## src/rtl/rom_stream_reader_pkg.sv

```systemverilog
// Shared helpers for the ROM stream reader slice.
package rom_stream_reader_pkg;

  // Increment with fold-back to zero at the modulus (ROM address wrap).
  function automatic int unsigned wrap_inc(input int unsigned value, input int unsigned modulus);
    return (value + 1 >= modulus) ? 0 : value + 1;
  endfunction

endpackage

```

## src/rtl/rom_stream_reader_sync_fifo.sv

```systemverilog
// First-word-fall-through synchronous FIFO; push into a full FIFO is legal only with a simultaneous pop.
module sync_fifo #(
  parameter int WIDTH = 33,
  parameter int DEPTH = 3,
  localparam int PTR_WIDTH = (DEPTH > 1) ? $clog2(DEPTH) : 1,
  localparam int CNT_WIDTH = $clog2(DEPTH + 1)
) (
  input  logic                 clk,
  input  logic                 rst,
  input  logic                 push,
  input  logic [WIDTH-1:0]     push_data,
  input  logic                 pop,
  output logic [WIDTH-1:0]     pop_data,
  output logic                 full,
  output logic                 empty,
  output logic [CNT_WIDTH-1:0] count
);

  logic [WIDTH-1:0]     mem [DEPTH];
  logic [PTR_WIDTH-1:0] wr_ptr, rd_ptr;
  logic                 do_push, do_pop;

  function automatic logic [PTR_WIDTH-1:0] ptr_inc(input logic [PTR_WIDTH-1:0] p);
    return (p == PTR_WIDTH'(DEPTH - 1)) ? '0 : p + PTR_WIDTH'(1);
  endfunction

  assign full     = (count == CNT_WIDTH'(DEPTH));
  assign empty    = (count == '0);
  assign do_pop   = pop && !empty;
  assign do_push  = push && (!full || do_pop);
  assign pop_data = mem[rd_ptr];

  always_ff @(posedge clk or posedge rst) begin
    if (rst) begin
      for (int unsigned i = 0; i < DEPTH; i++) mem[i] <= '0;
      wr_ptr <= '0;
      rd_ptr <= '0;
      count  <= '0;
    end else begin
      if (do_push) begin
        mem[wr_ptr] <= push_data;
        wr_ptr      <= ptr_inc(wr_ptr);
      end
      if (do_pop) rd_ptr <= ptr_inc(rd_ptr);
      case ({do_push, do_pop})
        2'b10:   count <= count + CNT_WIDTH'(1);
        2'b01:   count <= count - CNT_WIDTH'(1);
        default: ;
      endcase
    end
  end

  a_no_overflow:  assert property (@(posedge clk) disable iff (rst) !(push && full && !pop));
  a_no_underflow: assert property (@(posedge clk) disable iff (rst) !(pop && empty));

endmodule

```

## src/rtl/rom_stream_reader.sv

```systemverilog
// Issues sequential ROM reads under a credit check and re-emits the returned words as a
// ready/valid stream with a last flag.
module rom_stream_reader
  import rom_stream_reader_pkg::*;
#(
  parameter int DEPTH          = 33,
  parameter int WIDTH          = 32,
  parameter int MEMORY_LATENCY = 2,
  parameter int FIFO_DEPTH     = MEMORY_LATENCY + 1,
  localparam int ADDR_WIDTH    = $clog2(DEPTH),
  localparam int CNT_WIDTH     = $clog2(DEPTH + 1)
) (
  input  logic                  clk,
  input  logic                  rst,
  input  logic                  start,
  input  logic [ADDR_WIDTH-1:0] base_addr,
  input  logic [CNT_WIDTH-1:0]  num_words,
  output logic                  busy,
  output logic                  done,
  output logic                  rom_ready,
  output logic [ADDR_WIDTH-1:0] rom_addr,
  input  logic                  rom_valid,
  input  logic [WIDTH-1:0]      rom_dout,
  output logic                  out_valid,
  input  logic                  out_ready,
  output logic [WIDTH-1:0]      out_data,
  output logic                  out_last
);

  if (FIFO_DEPTH < MEMORY_LATENCY + 1) begin : g_depth_check
    $error("FIFO_DEPTH must be at least MEMORY_LATENCY+1");
  end

  typedef enum logic [1:0] {IDLE, ISSUE, DRAIN} state_t;

  localparam int FCW = $clog2(FIFO_DEPTH + 1);
  localparam int SUMW = FCW + 1;

  state_t                state, state_next;
  logic [ADDR_WIDTH-1:0] addr_q;
  logic [CNT_WIDTH-1:0]  num_q, issued, returned, popped, last_idx;
  logic [FCW-1:0]        in_flight, fifo_count;
  logic [SUMW-1:0]       credit_used;
  logic                  fifo_full, fifo_empty, pop, accept, credit_ok, done_set;
  logic [WIDTH:0]        head;

  assign accept    = (state == IDLE) && start;
  assign last_idx  = num_q - CNT_WIDTH'(1);
  assign pop       = out_valid && out_ready;
  // A word leaving the FIFO this cycle frees its slot long before any new request can return.
  assign credit_used = {1'b0, in_flight} + {1'b0, fifo_count} - SUMW'(pop);
  assign credit_ok   = credit_used < SUMW'(FIFO_DEPTH);
  assign busy      = (state != IDLE);
  assign rom_addr  = addr_q;
  assign out_valid = !fifo_empty;
  assign out_data  = head[WIDTH-1:0];
  assign out_last  = out_valid && head[WIDTH];

  always_comb begin
    state_next = state;
    rom_ready  = 1'b0;
    done_set   = 1'b0;
    unique case (state)
      IDLE: if (start) begin
        if (num_words == '0) done_set = 1'b1;
        else                 state_next = ISSUE;
      end
      ISSUE: begin
        rom_ready = credit_ok;
        if (credit_ok && issued == last_idx) state_next = DRAIN;
      end
      DRAIN: if (pop && out_last) begin
        state_next = IDLE;
        done_set   = 1'b1;
      end
      default: state_next = IDLE;
    endcase
  end

  always_ff @(posedge clk or posedge rst) begin
    if (rst) begin
      state     <= IDLE;
      done      <= 1'b0;
      addr_q    <= '0;
      num_q     <= '0;
      issued    <= '0;
      returned  <= '0;
      popped    <= '0;
      in_flight <= '0;
    end else begin
      state <= state_next;
      done  <= done_set;
      if (accept) begin
        addr_q   <= base_addr;
        num_q    <= num_words;
        issued   <= '0;
        returned <= '0;
        popped   <= '0;
      end else begin
        if (rom_ready) begin
          addr_q <= ADDR_WIDTH'(wrap_inc(32'(addr_q), $unsigned(DEPTH)));
          issued <= issued + CNT_WIDTH'(1);
        end
        if (rom_valid) returned <= returned + CNT_WIDTH'(1);
        if (pop)       popped   <= popped + CNT_WIDTH'(1);
      end
      case ({rom_ready, rom_valid})
        2'b10:   in_flight <= in_flight + FCW'(1);
        2'b01:   in_flight <= in_flight - FCW'(1);
        default: ;
      endcase
    end
  end

  // The last flag is attached on return; returned and popped advance in lockstep order.
  sync_fifo #(
    .WIDTH (WIDTH + 1),
    .DEPTH (FIFO_DEPTH)
  ) u_fifo (
    .clk       (clk),
    .rst       (rst),
    .push      (rom_valid),
    .push_data ({returned == last_idx, rom_dout}),
    .pop       (pop),
    .pop_data  (head),
    .full      (fifo_full),
    .empty     (fifo_empty),
    .count     (fifo_count)
  );

  a_len_ok:     assert property (@(posedge clk) disable iff (rst) accept |-> num_words <= CNT_WIDTH'(DEPTH));
  a_valid_owed: assert property (@(posedge clk) disable iff (rst) rom_valid |-> in_flight != '0);
  a_slot_free:  assert property (@(posedge clk) disable iff (rst) rom_valid |-> (!fifo_full || pop));
  a_popped_ok:  assert property (@(posedge clk) disable iff (rst) pop |-> popped < num_q);

endmodule

```

## config.mk

```make
export PLATFORM = sky130hd
export DESIGN_NAME = rom_stream_reader
export DESIGN_NICKNAME = d
export VERILOG_FILES = /design/src/rtl/rom_stream_reader_pkg.sv /design/src/rtl/rom_stream_reader_sync_fifo.sv /design/src/rtl/rom_stream_reader.sv
export SDC_FILE = /design/constraint.sdc
export NUM_CORES = 1
export LEC_CHECK = 0
export CAP_MARGIN = 20
export CORE_MARGIN = 2
export CORE_UTILIZATION = 45
export DETAILED_ROUTE_END_ITERATION = 12
export MAX_ROUTING_LAYER = met4
export PLACE_DENSITY_LB_ADDON = 0.3
export SLEW_MARGIN = 20
export SYNTH_ARGS = -nofsm -noshare
export SYNTH_HDL_FRONTEND = slang
export SYNTH_SLANG_ARGS = --single-unit
```

## constraint.sdc

```tcl
create_clock -name clk -period 12.45 [get_ports clk]
set_input_delay 2.49 -clock clk [delete_from_list [all_inputs] [get_ports clk]]
set_output_delay 2.49 -clock clk [all_outputs]
set_load 0.01 [all_outputs]
```

; Word-level counts from Yosys, hierarchy flattened
; Cells that the tools add are included.
[totals]
register_bits = 134
input_bits = 49
output_inout_bits = 43
elab_cells = 94
[classes]
add_sub_neg = 12
n_lt_le_gt_ge = 5
n_eq_ne = 15
muxes = 27
bitwise = 2
n_reduce_logical = 20
[ops]
columns = operator, n
row1 = $bwmux 99, 1
row2 = $mux 33, 3
row3 = $bmux 33 s2, 1
row4 = $demux 33 s2, 1
row5 = $mux 6, 7
row6 = $add 6x1->6 const B, 2
row7 = $eq 2x2->1 const B, 6
row8 = $eq 6x6->1, 2
row9 = $mux 2, 6
row10 = $reduce_bool 2->1, 5
row11 = $add 2x1->2 const B, 4
row12 = $logic_and 1x1->1, 8
row13 = $ne 2x2->1 const B, 4
row14 = $pmux 2 s2, 2
row15 = $add 6x1->7 const B, 1
row16 = $ge 7x6->1 const B, 1
row17 = $eq 2x1->1 const B, 3
row18 = $ge 3x3->1 const B, 2
row19 = $logic_not 6->1, 1
row20 = $not 2->3, 2
row21 = $pmux 2 s3, 1
row22 = $sub 6x1->6 const B, 1
row23 = $logic_not 2->1, 2
row24 = $mux 1, 4
row25 = other kinds (9), 11

; Depth between registers and ports, before layout
; Gate-level depths: netlist of the first run.
[logic_depth]
word_depth = 8
depth_mapped = 14
depth_no_buf = 13

; Modules after synthesis
; Synthesis of the first run repeated with hierarchy kept, for this count alone.
[hier_totals]
hier_cells = 548
area_unflattened_um2 = 6831.6
[modules_own_cells]
columns = mod, instances, cells_per_inst, area_per_inst_um2, seq_area_each_um2
row1 = sync_fifo, 1, 353, 4943.5, 2627.5
row2 = rom_stream_reader, 1, 195, 1888.1, 725.7

; Worst setup path after synthesis of the first run
; Ideal clock, no wire load.
[synth_path]
path_kind = input port to output port
startpoint = input out_ready
endpoint = output rom_ready
arrival_time_ns = 4.128
required_time_ns = 9.960
slack_ns = 5.832
stages = 10
n_path_buf = 1
cell_sequence = nand2_1 > inv_1 > ha_1 > inv_1 > ha_1 > fa_1 > xnor2_1 > nand3b_1 > inv_2 > buf_2
[synth_between]
elab_chain_cells = 4
[synth_rtl]
columns = item, line_no
row1 = from (decl), rom_stream_reader.sv:25  ; input logic out_ready,
row2 = $logic_and 1x1->1, rom_stream_reader.sv:49  ; assign pop = out_valid && out_ready;
row3 = $sub 3x1->3, rom_stream_reader.sv:51  ; assign credit_used = {1'b0, in_flight} + {1'b0, fifo_count} - SUMW'(pop);
row4 = $lt 3x2->1, rom_stream_reader.sv:52  ; assign credit_ok = credit_used < SUMW'(FIFO_DEPTH);
row5 = $mux 1, rom_stream_reader.sv:63  ; unique case (state)
row6 = to (decl), rom_stream_reader.sv:20  ; output logic rom_ready,
; No other way between the ends.

; Worst setup path after layout of the first run
; Ends and elaborated chain as after synthesis.

==> impl_metrics.py, run 1 <==
metrics = {
    "run_status": {
        "status": "finished clean",
    },
    "yosys": {
        "postSynthAreaPerCell_um2": 12.17,
        "syn_area_um2": 6561,
        "synth_edf_count": 0,
        "synth_compound_area_share_pct": 5.625,
        "synthSimpleGateAreaFrac_pct": 8.734,
        "synthFlopType": "dfrtp_1",
        "synth_top_cell_area_share_pct": 51.11,
        "synthAdderAreaFrac_pct": 2.212,
        "yosysTopAreaCell": "dfrtp_1",
        "synth_cell_types": 49,
        "syn_nets": 599,
        "synth_top_family_by_area": "multiplexers",
        "seq_area_frac_synth_pct": 51.11,
        "synth_xor_xnor_area_share_pct": 4.825,
        "synthCells": 539,
        "yosys-top-cells-area": "dfrtp_1 51%, mux2_1 11%, mux2_4 6.9%",
        "synth-seq-cells": 134,
        "synthMuxAreaShare_pct": 23.89,
        "async_reset_ff_share_pct": 100.0,
        "synth_warnings": 0,
    },
    "power_and_ir_drop": {
        "p_leak_nw": 3.607,
        "ir_worst_vdd_v": 0.0001736,
        "p_per_area_nw_per_um2": 297.1,
    },
    "sta": {
        "period_share_pct": 62.44,
        "period_needed_ns": 7.774,
        "maxSlewViolCount": 0,
        "skew_ns": 0.007283,
        "finalHoldViolCount": 0,
        "timing.final.setup_violations": 0,
        "worst_slew_pin_slew_ns": 0.9930,
        "max_freq_mhz": 128.6,
        "relSlewSlack_pct": 33.80,
        "holdWs_ns": 0.4893,
        "rsz0062_at_grt": "no",
        "setup-tns-final_ns": 0,
    },
    "clock_network": {
        "cts_buffers": 17,
        "cts_tree": "done",
        "cts_root_buf": "clkbuf_16",
        "cts_buffer_depth": 2,
        "cts.hold.buffers_added": 0,
        "htreeDepth": 4,
        "cts.clk_slew.worst_paths_ns": 0.05,
        "cts.repair.resized": 0,
        "post_cts_buffers": 0,
        "cts_sinks": 134,
        "insertion_delay_ns": 0.41,
    },
    "worst_setup_path": {
        "crit_type": "input pin to output port",
        "reg2reg_from": "u_fifo.count[0]$_DFFE_PP0P_",
        "critPathCaptureType": "output port",
        "worstSetupStartpointType": "input pin",
        "path_cells": "clkdlybuf4s50_1, nand2_1, inv_1, ha_1, inv_1, ha_1, fa_1, xnor2_1, nand3b_1, inv_2, clkdlybuf4s50_1",
        "cp_max_fo": 11,
        "arrival_ns": 5.28,
        "cp.required_ns": 9.96,
        "critPathSlowestCell": "clkdlybuf4s50_1",
        "startpoint": "out_ready",
        "critical-path-max-stage-delay_ns": 0.57,
    },
    "detailed_routing": {
        "wl_per_cell_um": 16.98,
        "postRouteAntennaNets": 0,
        "firstDrtPassIters": 4,
        "drc_errors": 0,
        "drt_iter0_markers": 253,
        "dr_wl_met2_mm": 6.810,
        "met3_wirelength_um": 534,
        "wirelength_mm": 13.92,
        "viasPerCell": 5.307,
        "wl_met1_mm": 6.338,
        "routed.top_layer": "met4",
        "routed-via-count": 4352,
    },
    "final_layout": {
        "n_fill_cell": 1126,
        "drive_gt1_share_pct": 12.26,
        "area_growth_pct": 24.56,
        "fin_util_pct": 56.88,
        "nNetsFinal": 685,
        "diodes": 0,
        "finish.instance_area_um2": 8173,
    },
    "floorplanning": {
        "die_x_um": 124.8,
        "pin_count": 92,
        "start_util_pct": 45.66,
        "core_um2": 14370,
        "die_y_um": 124.8,
        "rows": 44,
        "die_area_um2": 15560,
    },
    "placed_design": {
        "hpwl_mm": 8.777,
        "postPlaceCellArea_um2": 7571,
        "globalplace.congestion": 0.8613,
        "numPortBuffers": 91,
    },
    "global_route": {
        "grt_pass1_vias": 4598,
        "antenna_found_initial": 0,
        "track_usage_pct": 19.42,
        "grt_max_degree": 79,
        "grt_pass1_wl_mm": 23.41,
        "overflow": 0,
    },
    "worst_hold_path": {
        "hold_class": "flip-flop to flip-flop",
        "min_from": "u_fifo.mem[97]$_DFFE_PP0P_",
    },
    "job": {
        "cap_violations": 0,
    },
}
-- worst max-delay path, delay by kind of cell --
family,cells,cell delay [ns]
xor gates and xnor gates,1,0.20
adders and majority gates,3,0.82
buffers and inverters,5,1.37
and+or+nand+nor,2,0.41
-- cell type report --
class | count | area (um2) | area share, %
well taps | 184 | 230.2 | 2.817
repair buffers | 95 | 940.9 | 11.51
clock inverters | 10 | 155.1 | 1.898
multi-input cells | 361 | 2983 | 36.50
clock buffers | 20 | 446.7 | 5.465
inverters | 16 | 62.56 | 0.7655
flip-flops and latches | 134 | 3354 | 41.04
-- layout by cell type (no fill, tap or decap), types with 5 or more instances in the layout --
cell / count
nand4_1: 6
o21ai_0: 25
clkdlybuf4s50_1: 91
inv_1: 12
mux2i_1: 34
nor3_1: 5
clkbuf_16: 17
nand2_1: 65
nor2_1: 17
mux2_1: 66
a21oi_1: 6
xnor2_1: 19
o21ai_1: 17
mux2_4: 30
ha_1: 10
dfrtp_1: 133
xor2_1: 12
-- cell families (layout without fill, tap and decap cells) --
| logic type | Yosys count | count (layout) |
|---|---|---|
| XOR/XNOR | 33 | 33 |
| flip-flops | 134 | 134 |
| buffers and inverters | 44 | 141 |
| AO/OA/AOI/OAI | 62 | 62 |
| AND/OR/NAND/NOR | 122 | 122 |
| multiplexers | 133 | 133 |
| adder cells (fa/ha/maj) | 11 | 11 |
-- sequential cells by signal (all words and copies together), names as in the netlist --
register and cells:
u_fifo.mem 99, issued 6, num_q 6, returned 6, rom_addr 6, in_flight 2, state 2, u_fifo.count 2
u_fifo.rd_ptr 2, u_fifo.wr_ptr 2, done 1
-- layer usage --
layer | track usage [%] | vias up
li1 | - | 2040
met1 | 24.50 | 2191
met2 | 30.73 | 103
met3 | 5.026 | 18
met4 | 6.411 | 0
met5 | - | -
-- synth_stat cells (all sizes together) (4+ instances only) --
cell    instances
nand2          66
buf            18
nor3b           4
nand4           6
dfrtp         134
clkbuf         10
xnor2          19
mux2           99
inv            16
nor3            6
mux2i          34
o21ai          42
xor2           12
a21oi           6
nand3           4
nor2           17
ha             10
-- where the power goes --
group,internal (W),leakage (nW),switching [W]
Sequential,0.000651,1.62,0.000144
Clock,0.000336,0.292,0.000177
Combinational,0.000595,1.69,0.000525
-- stage by stage --
step,total power [W],std cells,setup slack (ns)
finish,0.002428,820,4.676
global route,0.002597,820,4.454
CTS,0.002452,820,4.674
detailed placement,0.001923,790,4.703
global placement,0.001886,790,4.735
floorplan,0.001521,539,5.832
-- final timing paths --
kind	to	slack (ns)	cells past startpoint
max	rom_ready	4.68	11
min reg2reg	u_fifo.mem[97]$_DFFE_PP0P_	0.49	1
min	u_fifo.mem[97]$_DFFE_PP0P_	0.49	1
max reg2reg	rom_addr[4]$_DFFE_PP0P_	9.38	13
min in group asynchronous	rom_addr[3]$_DFFE_PP0P_	2.56	2
max in group asynchronous	u_fifo.rd_ptr[1]$_DFFE_PP0P_	8.40	3
(Power assumes the default switching activity.)
==> inputs of run 2 (changes only) <==
==> constraint.sdc (replaced) <==
create_clock -name clk -period 6.9 [get_ports clk]
set_input_delay 1.38 -clock clk [delete_from_list [all_inputs] [get_ports clk]]
set_output_delay 1.38 -clock clk [all_outputs]
set_load 0.01 [all_outputs]
==> run 2 against run 1 <==
Global-route usage decreased by 0.064 points. Critical path depth unchanged. Non-clock buffer count unchanged. First-iteration DRC count decreased by 21%. Wire length decreased by 0.47%. Clock skew about the same. Clock-buffer cell count increased by 7. Sequential power increased by 80%. Die area unchanged. Highest routed layer unchanged.
==> impl_metrics.py, run 2 (synthesis results as in run 1) <==
metrics = {
    "worst_setup_path": {
        "cp.required_ns": 5.52,
        "worstSetupStartpointType": "input pin",
        "critPathCaptureType": "output port",
        "crit_type": "input pin to output port",
        "path_buf_inv": 5,
        "reg2reg_depth": 12,
        "critical-path-max-stage-delay_ns": 0.57,
        "arrival_ns": 4.22,
        "reg2reg_setup_slack_ns": 3.72,
        "r2r-end": "rom_addr[5]$_DFFE_PP0P_",
        "reg2reg_from": "u_fifo.count[0]$_DFFE_PP0P_",
        "startpoint": "out_ready",
        "path_depth": 11,
        "path_cells": "clkdlybuf4s50_1, nand2_1, inv_1, ha_1, inv_1, ha_1, fa_1, xnor2_1, nand3b_1, inv_2, clkdlybuf4s50_1",
        "cp_max_fo": 11,
        "critPathSlowestCell": "clkdlybuf4s50_1",
        "critical_path.top_delay_family": "buffers and inverters",
    },
    "clock_network": {
        "cts.repair.resized": 0,
        "cts_root_buf": "clkbuf_16",
        "cts_sinks": 134,
        "htreeDepth": 4,
        "cts.hold.buffers_added": 0,
        "cts_buffers": 17,
        "insertion_delay_ns": 0.41,
        "post_cts_buffers": 0,
        "cts_tree": "done",
        "cts_buffer_depth": 2,
        "cts.clk_slew.worst_paths_ns": 0.05,
    },
    "power_and_ir_drop": {
        "p_leak_nw": 3.577,
        "seqPwrFrac_pct": 33.6,
        "power_frac_comb_pct": 47.7,
        "power.internal_w": 0.002743,
        "clkPwrFrac_pct": 18.7,
        "total_power_w": 0.004264,
        "ir_worst_vdd_v": 0.0002735,
        "p_per_area_nw_per_um2": 526.5,
        "netSwitchingPower_w": 0.001521,
        "switching_share_pct": 35.67,
    },
    "placed_design": {
        "postPlaceCellArea_um2": 7571,
        "numPortBuffers": 91,
        "hpwl_mm": 8.776,
        "globalplace.congestion": 0.8711,
    },
    "final_layout": {
        "top_register": "u_fifo.mem",
        "layout_commonest_cell": "dfrtp_1",
        "finish.instance_area_um2": 8098,
        "area_growth_pct": 23.42,
        "seqCellArea_um2": 3354,
        "n_fill_cell": 1190,
        "largest_reg_flops": 99,
        "fin_util_pct": 56.36,
        "diodes": 0,
        "nNetsFinal": 685,
        "multi_input_comb_area_um2": 2983,
        "drive_gt1_share_pct": 11.77,
        "final_cell_mix": "133 x dfrtp_1, 91 x clkdlybuf4s50_1, 66 x mux2_1",
    },
    "detailed_routing": {
        "wl_per_cell_um": 16.88,
        "drt_iter0_markers": 201,
        "viasPerCell": 5.295,
        "firstDrtPassIters": 5,
        "routed-via-count": 4347,
        "drc_errors": 0,
        "postRouteAntennaNets": 0,
        "wirelength_mm": 13.86,
    },
    "run_status": {
        "status": "finished clean",
    },
    "global_route": {
        "track_usage_pct": 19.35,
        "overflow": 0,
        "grt_max_degree": 88,
        "grt_pass1_vias": 4663,
        "grt_pass1_wl_mm": 23.41,
        "antenna_found_initial": 0,
    },
    "sta": {
        "timing.final.setup_violations": 0,
        "maxSlewViolCount": 0,
        "max_freq_mhz": 178.5,
        "rsz0062_at_grt": "no",
        "period_needed_ns": 5.601,
        "worst_slew_pin_slew_ns": 0.9695,
        "relSlewSlack_pct": 35.37,
        "finalHoldViolCount": 0,
        "skew_ns": 0.006977,
        "period_share_pct": 81.17,
        "setup-tns-final_ns": 0,
    },
    "floorplanning": {
        "die_area_um2": 15560,
        "pin_count": 92,
        "core_um2": 14370,
        "rows": 44,
        "start_util_pct": 45.66,
        "die_x_um": 124.8,
        "die_y_um": 124.8,
    },
    "job": {
        "cap_violations": 0,
    },
    "worst_hold_path": {
        "holdPathEnd": "u_fifo.mem[31]$_DFFE_PP0P_",
        "min_from": "u_fifo.mem[31]$_DFFE_PP0P_",
        "whs_path_depth": 1,
        "hold_class": "flip-flop to flip-flop",
    },
}
run 2: per-layer routing:
metal,up-vias,GRT usage [%],wire length (um)
met5,-,-,0
met4,0,7.469,236
met3,19,4.081,475
met2,99,30.99,6714
met1,2184,24.24,6429
li1,2045,-,-
run 2: how the worst max path moves through the flow:
| stage | to | slack (ns) |
|---|---|---|
| 6_report | rom_ready | 1.30 |
| 5_1_grt | rom_ready | 1.11 |
| 4_1_cts | rom_ready | 1.29 |
| 3_5_place_dp | rom_ready | 1.34 |
| 3_3_place_gp | rom_ready | 1.40 |
| 2_1_floorplan | done$_DFF_PP0_ | 1.94 |
run 2: layout make-up:
type	instances	area share [%]
Clock buffer	27	6.211
Clock inverter	4	0.2472
Inverter	16	0.7726
Multi-Input combinational cell	361	36.84
Sequential cell	134	41.42
Tap cell	184	2.843
Timing Repair Buffer	95	11.67
run 2: worst reg2reg max path: cells and delay by family, from the launching register on:
family	cells	cell delay (ns)
AND/OR/NAND/NOR	3	0.72
XOR/XNOR	1	0.21
adder cells (fa/ha/maj)	3	0.82
AO/OA/AOI/OAI	3	0.82
flip-flops	1	0.42
buffers and inverters	2	0.11
run 2: through the flow:
stage               std cells  setup WS [ns]  hold WS [ns]
floorplan                 539          1.937        0.4437
global placement          790          1.399        0.4723
detailed placement        790          1.337        0.4803
CTS                       821          1.286        0.4921
global route              821          1.106        0.4997
finish                    821          1.299        0.4860
run 2: power by group through the flow:
| stage | logic [W] | clock network (W) | registers [W] |
|---|---|---|---|
| final | 0.00203 | 0.000798 | 0.00143 |
| after CTS | 0.00205 | 0.000818 | 0.00143 |
| after global routing | 0.00223 | 0.000853 | 0.00148 |
| after global placement | 0.00199 | 0 | 0.00141 |
| after floorplan | 0.00137 | 0 | 0.00137 |
| after detailed placement | 0.00204 | 0 | 0.00144 |
